==> src/rtl/alu_share_sequencer.sv <==
// alu_share_sequencer: shares one combinational ALU between two requesters with round-robin arbitration.
// Define ALU_FLAGS_EN to add the registered rsp_zero/rsp_neg result flags.
module alu_share_sequencer #(
  parameter int WIDTH = 8,
  parameter int OP_W  = 3
) (
  input  logic             clk,
  input  logic             rst,
  input  logic             req0_valid,
  input  logic [WIDTH-1:0] req0_a,
  input  logic [WIDTH-1:0] req0_b,
  input  logic [OP_W-1:0]  req0_op,
  output logic             req0_ready,
  input  logic             req1_valid,
  input  logic [WIDTH-1:0] req1_a,
  input  logic [WIDTH-1:0] req1_b,
  input  logic [OP_W-1:0]  req1_op,
  output logic             req1_ready,
  output logic [WIDTH-1:0] alu_a,
  output logic [WIDTH-1:0] alu_b,
  output logic [OP_W-1:0]  alu_op,
  input  logic [WIDTH-1:0] alu_result,
  output logic             rsp_valid,
  output logic             rsp_id,
  output logic [WIDTH-1:0] rsp_data,
  input  logic             rsp_ready,
`ifdef ALU_FLAGS_EN
  output logic             rsp_zero,
  output logic             rsp_neg,
`endif
  output logic             busy
);
  // state | meaning
  // IDLE  | arbitrate, accept at most one request
  // EXEC  | operands stable on alu_*, result captured at end of cycle
  // RESP  | response presented until rsp_ready
  typedef enum logic [1:0] {IDLE, EXEC, RESP} state_t;

  state_t state, state_nxt;
  logic   last_id;
  logic   id;
  logic   accept;

  always_comb begin
    state_nxt  = state;
    req0_ready = 1'b0;
    req1_ready = 1'b0;
    case (state)
      IDLE: begin
        // last_id==1 means requester 0 holds priority on a tie
        req0_ready = !rst && req0_valid && (!req1_valid || last_id);
        req1_ready = !rst && req1_valid && (!req0_valid || !last_id);
        if (req0_ready || req1_ready) state_nxt = EXEC;
      end
      EXEC:    state_nxt = RESP;
      RESP:    if (rsp_ready) state_nxt = IDLE;
      default: state_nxt = IDLE;
    endcase
  end

  assign accept    = req0_ready | req1_ready;
  assign rsp_valid = (state == RESP);
  assign busy      = (state != IDLE);

  always_ff @(posedge clk or posedge rst) begin
    if (rst) begin
      state    <= IDLE;
      alu_a    <= '0;
      alu_b    <= '0;
      alu_op   <= '0;
      id       <= 1'b0;
      last_id  <= 1'b1;
      rsp_data <= '0;
      rsp_id   <= 1'b0;
`ifdef ALU_FLAGS_EN
      rsp_zero <= 1'b0;
      rsp_neg  <= 1'b0;
`endif
    end else begin
      state <= state_nxt;
      if (accept) begin
        id      <= req1_ready;
        last_id <= req1_ready;
        alu_a   <= req1_ready ? req1_a  : req0_a;
        alu_b   <= req1_ready ? req1_b  : req0_b;
        alu_op  <= req1_ready ? req1_op : req0_op;
      end
      if (state == EXEC) begin
        rsp_data <= alu_result;
        rsp_id   <= id;
`ifdef ALU_FLAGS_EN
        rsp_zero <= (alu_result == '0);
        rsp_neg  <= alu_result[WIDTH-1];
`endif
      end
    end
  end
endmodule
==> config.mk <==
export PLATFORM = sky130hd
export DESIGN_NAME = alu_share_sequencer
export DESIGN_NICKNAME = d
export VERILOG_FILES = /design/src/rtl/alu_share_sequencer.sv
export SDC_FILE = /design/constraint.sdc
export NUM_CORES = 1
export LEC_CHECK = 0
export ABC_AREA = 1
export CORE_MARGIN = 8
export CORE_UTILIZATION = 36
export DETAILED_ROUTE_END_ITERATION = 10
export PLACE_DENSITY = 0.73
export SKIP_LAST_GASP = 1
export SLEW_MARGIN = 10
export SYNTH_ARGS = -nofsm -noshare
export SYNTH_HDL_FRONTEND = slang
export SYNTH_SLANG_ARGS = --single-unit
==> constraint.sdc <==
create_clock -name clk -period 1.2 [get_ports clk]
set_clock_uncertainty 0.05 [all_clocks]
set_input_delay 0.12 -clock clk [delete_from_list [all_inputs] [get_ports clk]]
set_output_delay 0.12 -clock clk [all_outputs]
set_load 0.01 [all_outputs]
==> results of run 1 <==
==> worst max-delay path by stage <==
stage | end | depth (start not counted)
6_report | alu_a[2] | 8
5_1_grt | alu_a[2] | 8
4_1_cts | alu_a[5] | 8
3_5_place_dp | req1_ready | 6
3_3_place_gp | req1_ready | 6
2_1_floorplan | alu_b[4] | 6
==> logic make-up after synthesis <==
logic type | Yosys count
AND/OR/NAND/NOR | 108
AO/OA/AOI/OAI | 3
multiplexers | 8
flip-flops | 32
buffers and inverters | 63
==> final cells by class <==
cell class	count	area share
timing repair buffer	106	0.372
sequential	32	0.261
multi-input combinational	119	0.256
inverter	48	0.0587
clock buffer	6	0.0269
tap	54	0.0220
clock inverter	2	0.00326
==> state kept, by name (all words and copies together) (netlist names) <==
| name | flops |
|---|---|
| alu_a | 8 |
| alu_b | 8 |
| alu_op | 3 |
| id | 1 |
| last_id | 1 |
| rsp_data | 8 |
| rsp_id | 1 |
| state | 2 |
==> cells in the final DEF, fill, tap and decap left out, types with 8 or more instances in the layout <==
cell type and instances:
dfrtp_1 31, dlygate4sd2_1 28, clkdlybuf4s50_1 50, mux2_2 8, nand3_1 19, buf_6 8
nand3_2 19, buf_4 10, nand2_1 40, inv_1 45, nand4_1 19
==> per-layer routing <==
layer / vias up / GRT usage / share of wire
li1: 869 / - / -
met1: 859 / 0.169 / 0.40
met2: 57 / 0.261 / 0.52
met3: 9 / 0.0527 / 0.065
met4: 0 / 0.0615 / 0.016
met5: - / 0 / 0
==> what timing repair did <==
action	CTS	global route
setup buffers	6	1
hold buffers	0	0
gates cloned	2	3
pin swaps	1	20
resized for setup	61	36
endpoints found under the setup margin	62	35
==> worst reg2reg max path, delay by kind of cell (launching register included) <==
family / cells / cell delay (ns)
buffers and inverters: 3 / 0.45
flip-flops: 1 / 0.43
AND/OR/NAND/NOR: 5 / 0.50
==> power groups by stage <==
stage | logic [W] | clock network, W | registers (W)
after global routing | 0.00366 | 0.000913 | 0.00196
after CTS | 0.00308 | 0.000864 | 0.00188
after detailed placement | 0.00299 | 0 | 0.00191
final | 0.00336 | 0.000839 | 0.00190
after floorplan | 0.00114 | 0 | 0.00212
after global placement | 0.00296 | 0 | 0.00189
==> metrics by stage <==
step	util	total power [W]	hold slack [ns]	TNS (ns)	cells
finish	0.663	0.00610	0.235	-7.79	367
CTS	0.616	0.00582	0.226	-5.42	365
detailed placement	0.571	0.00491	0.428	-9.47	349
global placement	0.571	0.00485	0.433	-8.45	349
floorplan	-	0.00326	0.185	0	214
global route	0.663	0.00653	0.291	-9.50	367
==> results.sh, run 1 <==
export IMPL_syn_nets=265
export IMPL_totalWireLength_um=5730
export IMPL_routedWlPerCell_um=15.6
export IMPL_synth_fa_ha_area_frac=0
export IMPL_maxCapViolCount=0
export IMPL_crit_family="simple AND/OR/NAND/NOR gates"
export IMPL_max_vdd_ir_drop_mv=0.858
export IMPL_synth_compound_area_frac=0.00884
export IMPL_ys_top_cells_by_count="inv_1, nand2_1, nand3_1, dfrtp_1, nand4_1"
export IMPL_cts_sinks=32
export IMPL_crit_fanout=5
export IMPL_seqPwrFrac=0.312
export IMPL_worstMarginPinSlew_ns=0.251
export IMPL_grt_max_degree=33
export IMPL_synth_edf_count=0
export IMPL_p_int_w=0.00381
export IMPL_port_buffers=82
export IMPL_yosysUniqueCellTypes=15
export IMPL_synth_top_family_by_area="simple AND/OR/NAND/NOR gates"
export IMPL_rrSetupSlack_ns=-0.29
export IMPL_rr_worst_depth=8
export IMPL_die_h_um=84.7
export IMPL_synth_mux_area_frac=0.0531
export IMPL_critical_path_class="flip-flop to flip-flop"
export IMPL_multi_input_area_sq_um=786
export IMPL_synth_simple_area_share=0.308
export IMPL_nFillCells=386
export IMPL_clockPowerShare=0.138
export IMPL_start_util=0.367
export IMPL_synth_area_leader_cell="dfrtp_1"
export IMPL_fin_nets=363
export IMPL_drive_gt1_frac=0.246
export IMPL_fmax_mhz=671
export IMPL_synth_ff_type="dfrtp_1"
export IMPL_cts_root_buf="clkbuf_8"
export IMPL_fin_crit_ns=1.49
export IMPL_report_final_hold_viol_count=0
export IMPL_register_area_sq_um=802
export IMPL_setup_violations_final=34
export IMPL_violations="negative setup slack"
export IMPL_rsz0062_at_grt="true"
export IMPL_swShare=0.376
export IMPL_place_ws_ns=-0.472
export IMPL_async_flop_share=1.00
export IMPL_period_share=1.24
export IMPL_p_leak_nw=1.60
export IMPL_worst_path_buf_inv=3
export IMPL_grt_pass1_vias=1781
export IMPL_syn_avg_cell_area_sq_um=7.93
export IMPL_core_sq_mm=0.00463
export IMPL_ys_ff_latch=32
export IMPL_hold_path_class="primary input to asynchronous set/reset pin"
export IMPL_yosysMostFrequentCell="inv_1"
export IMPL_synth_warnings=0
export IMPL_route_detailed_drc=0
export IMPL_die_w_um=84.7
export IMPL_crit_path_frequent_cell="buf_6"
export IMPL_worst_path_largest_cell_delay_ns=0.43
export IMPL_r2r_end="alu_a[2]"
export IMPL_startpoint="state[0]"
export IMPL_worst_slack_ns=-0.291
export IMPL_htree_levels=2
export IMPL_synth_top_area_frac=0.457
export IMPL_via_per_inst=4.89
export IMPL_netlist_instances=214
export IMPL_drv_slew=0
export IMPL_numCtsBuffers=5
export IMPL_grt_overflow=0
export IMPL_die_area_sq_mm=0.00717
export IMPL_gp_congestion=0.774
export IMPL_antenna_found_initial=0
export IMPL_r2r_start="state[0]"
export IMPL_status="complete, but fails checks"
export IMPL_syn_area_sq_mm=0.00170
export IMPL_drtPass1Iterations=5
export IMPL_cts_path_max_buffers=2
export IMPL_antennaDiodeCount=0
export IMPL_crit_chain="nor2_4 -> buf_6 -> nand3_4 -> buf_6 -> nand2_8 -> clkbuf_16 -> nand3_2 -> nand2_1"
export IMPL_track_usage=0.152
export IMPL_grt_pass1_wl_um=8870
export IMPL_yosysSeqAreaShare=0.472
export IMPL_dpl_hpwl_um=3620
export IMPL_start_kind="flip-flop"
export IMPL_place_area_sq_mm=0.00264
export IMPL_switchingPower_w=0.00229
export IMPL_required_ns=1.36
export IMPL_end_kind="flip-flop"
export IMPL_power_density_mw_per_mm2=1990
export IMPL_ys_top_cells_by_area="dfrtp_1, nand3_1, inv_1"
export IMPL_design_area_sq_mm=0.00307
export IMPL_synth_xor_area_share=0
export IMPL_rows=25
export IMPL_clk_latency_ns=0.28
export IMPL_cts_tree="yes"
export IMPL_io_pins=83
export IMPL_slowest_stage="dfrtp_1"
export IMPL_relSlewSlack=0.833
export IMPL_pwr_share_comb=0.551
export IMPL_ant_nets=0
export IMPL_clkSlewWorstSetupHoldPaths_ns=0.07
export IMPL_vias=1794
export IMPL_drtIter0Drc=68
export IMPL_crit_arrival_ns=1.66
export IMPL_area_delta_synth_final_pct=80.8
Power figures use the tool's default switching activity.
==> run 2: changes to the inputs <==
CORE_UTILIZATION = 38   (was 36)
CTS_BUF_LIST = sky130_fd_sc_hd__clkbuf_8   (was unset)
PLACE_DENSITY = 0.77   (was 0.73)
==> run 2 against run 1 <==
Worst hold slack lost 0.17 ns. Final area is essentially flat. Critical endpoint is now req0_ready. Wire length is essentially flat. Combinational power is essentially flat. Utilization grew 4.7 points. Total power grew 3.3%. Sequential cell count is the same. The run still ends with negative setup slack left. Setup slack gained 0.042 ns. Sequential power is essentially flat. Sequential share of layout area is essentially flat. Clock power grew 20%. Non-clock buffer count grew 1.
==> results.sh, run 2 (synthesized netlist as in run 1, its figures left out) <==
export IMPL_rsz0062_at_grt="true"
export IMPL_power_density_mw_per_mm2=2050
export IMPL_seqPwrFrac=0.301
export IMPL_relSlewSlack=0.856
export IMPL_totalWireLength_um=5730
export IMPL_p_total_w=0.00630
export IMPL_grt_max_degree=21
export IMPL_worst_slack_ns=-0.249
export IMPL_core_sq_mm=0.00432
export IMPL_maxCapViolCount=0
export IMPL_crit_arrival_ns=1.28
export IMPL_worstMarginPinSlew_ns=0.217
export IMPL_critical_path_class="flip-flop to output pin"
export IMPL_drv_slew=0
export IMPL_worst_path_largest_cell_delay_ns=0.42
export IMPL_cts_path_max_buffers=2
export IMPL_met2_usage=0.254
export IMPL_port_buffers=82
export IMPL_fmax_mhz=690
export IMPL_area_delta_synth_final_pct=80.9
export IMPL_cts_tree="yes"
export IMPL_design_area_sq_mm=0.00307
export IMPL_die_h_um=82.8
export IMPL_p_int_w=0.00401
export IMPL_crit_path_frequent_cell="buf_6"
export IMPL_grt_pass1_vias=1817
export IMPL_antenna_found_initial=0
export IMPL_drive_gt1_frac=0.232
export IMPL_cts_root_buf="clkbuf_8"
export IMPL_cts_hold_buf=0
export IMPL_grt_overflow=0
export IMPL_hold_path_class="primary input to asynchronous set/reset pin"
export IMPL_grt_busiest_layer="met2"
export IMPL_cts_sinks=32
export IMPL_violations="negative setup slack"
export IMPL_met3_usage=0.0527
export IMPL_clk_latency_ns=0.29
export IMPL_die_w_um=82.8
export IMPL_gp_congestion=0.732
export IMPL_dp_cells=348
export IMPL_rows=24
export IMPL_final_cell_count_no_fill=366
export IMPL_die_area_sq_mm=0.00686
export IMPL_fin_crit_ns=1.45
export IMPL_clkSlewWorstSetupHoldPaths_ns=0.07
export IMPL_ant_nets=0
export IMPL_start_kind="flip-flop"
export IMPL_crit_fanout=3
export IMPL_fin_nets=364
export IMPL_numCtsBuffers=5
export IMPL_setup_tns_ns=-6.63
export IMPL_switchingPower_w=0.00229
export IMPL_drtIter0Drc=84
export IMPL_track_usage=0.156
export IMPL_via_per_inst=4.94
export IMPL_route_detailed_drc=0
export IMPL_final_cell_mix="clkdlybuf4s50_1, inv_1, nand2_1, dfrtp_1, dlygate4sd2_1"
export IMPL_vias=1807
export IMPL_grt_pass1_wl_um=9130
export IMPL_pwr_share_comb=0.538
export IMPL_crit_chain="nor2_4 -> buf_6 -> nand3_4 -> inv_2 -> buf_6"
export IMPL_gr_usage_met1=0.190
export IMPL_htree_levels=2
export IMPL_io_pins=83
export IMPL_clockPowerShare=0.161
export IMPL_dpl_hpwl_um=3670
export IMPL_final_common_cell="clkdlybuf4s50_1"
export IMPL_place_area_sq_mm=0.00263
export IMPL_status="complete, but fails checks"
export IMPL_p_leak_nw=1.64
export IMPL_required_ns=1.03
export IMPL_swShare=0.364
export IMPL_antennaDiodeCount=0
export IMPL_period_share=1.21
export IMPL_report_final_hold_viol_count=0
export IMPL_routedWlPerCell_um=15.7
export IMPL_max_vdd_ir_drop_mv=1.50
export IMPL_end_kind="output pin"
export IMPL_drtPass1Iterations=4
export IMPL_setup_violations_final=35
export IMPL_slowest_stage="dfrtp_1"
export IMPL_reg_largest_list="alu_a x8, alu_b x8, rsp_data x8"
export IMPL_start_util=0.393
[run 2: cell count changes in the layout (fill, tap and decap cells not counted), moves of 2 or more]
cell,before,now
mux2_2,8,3
mux2_4,0,5
nand3_1,19,23
nand3_2,19,16
inv_1,45,47
o21ai_1,2,0
[run 2: cell type report]
class                           instances  area [sq um]
Inverter                               48           180
Clock buffer                            5          68.8
Sequential cell                        32           802
Clock inverter                          3          38.8
Tap cell                               52          65.1
Multi-Input combinational cell        119           772
Fill cell                             361          1250
Timing Repair Buffer                  107          1140
[run 2: path summary, 6_finish.rpt]
| kind | start | endpoint | slack [ns] | depth (start not counted) |
|---|---|---|---|---|
| worst max-delay path | state[0] | req0_ready | -0.25 | 5 |
| worst min register to register | rsp_data[7] | rsp_data[7] | 0.45 | 1 |
| min in group clk | rsp_ready | state[1] | 0.36 | 4 |
| worst max register to register | state[0] | alu_b[6] | -0.24 | 8 |
| worst min-delay path | rst | rsp_id | 0.07 | 2 |
| max in group asynchronous | rst | alu_b[3] | 0.59 | 3 |
[run 2: metal layers]
layer / part of all wire / up-vias
met5: 0 / -
met4: 0.0099 / 0
met3: 0.070 / 7
met2: 0.50 / 62
met1: 0.42 / 862
li1: - / 876
[run 2: what timing repair did]
action	4_1_cts	5_1_grt
cloned	2	3
setup endpoints to repair	62	35
pin swaps	2	14
gates resized for setup	66	32
setup buffers	5	1
[run 2: through the flow]
step	worst slack (ns)	hold WS (ns)	util
final	-0.249	0.0658	0.710
after detailed placement	-0.439	0.366	0.609
after global placement	-0.431	0.344	0.609
after CTS	-0.209	0.0615	0.660
after global routing	-0.303	0.0808	0.710
after floorplan	0.00251	0.185	-
[run 2: power by group through the flow]
stage               combinational [W]  sequential (W)  clock [W]
global route                  0.00365         0.00196    0.00106
global placement              0.00292         0.00189          0
CTS                           0.00304         0.00189    0.00102
floorplan                     0.00114         0.00212          0
detailed placement            0.00298         0.00190          0
finish                        0.00339         0.00190    0.00101
[run 2: critical path, delay by kind of cell, from the launching register on]
family | cells | cell delay (ns)
buf+inv | 3 | 0.31
flops | 1 | 0.42
simple gates | 2 | 0.26
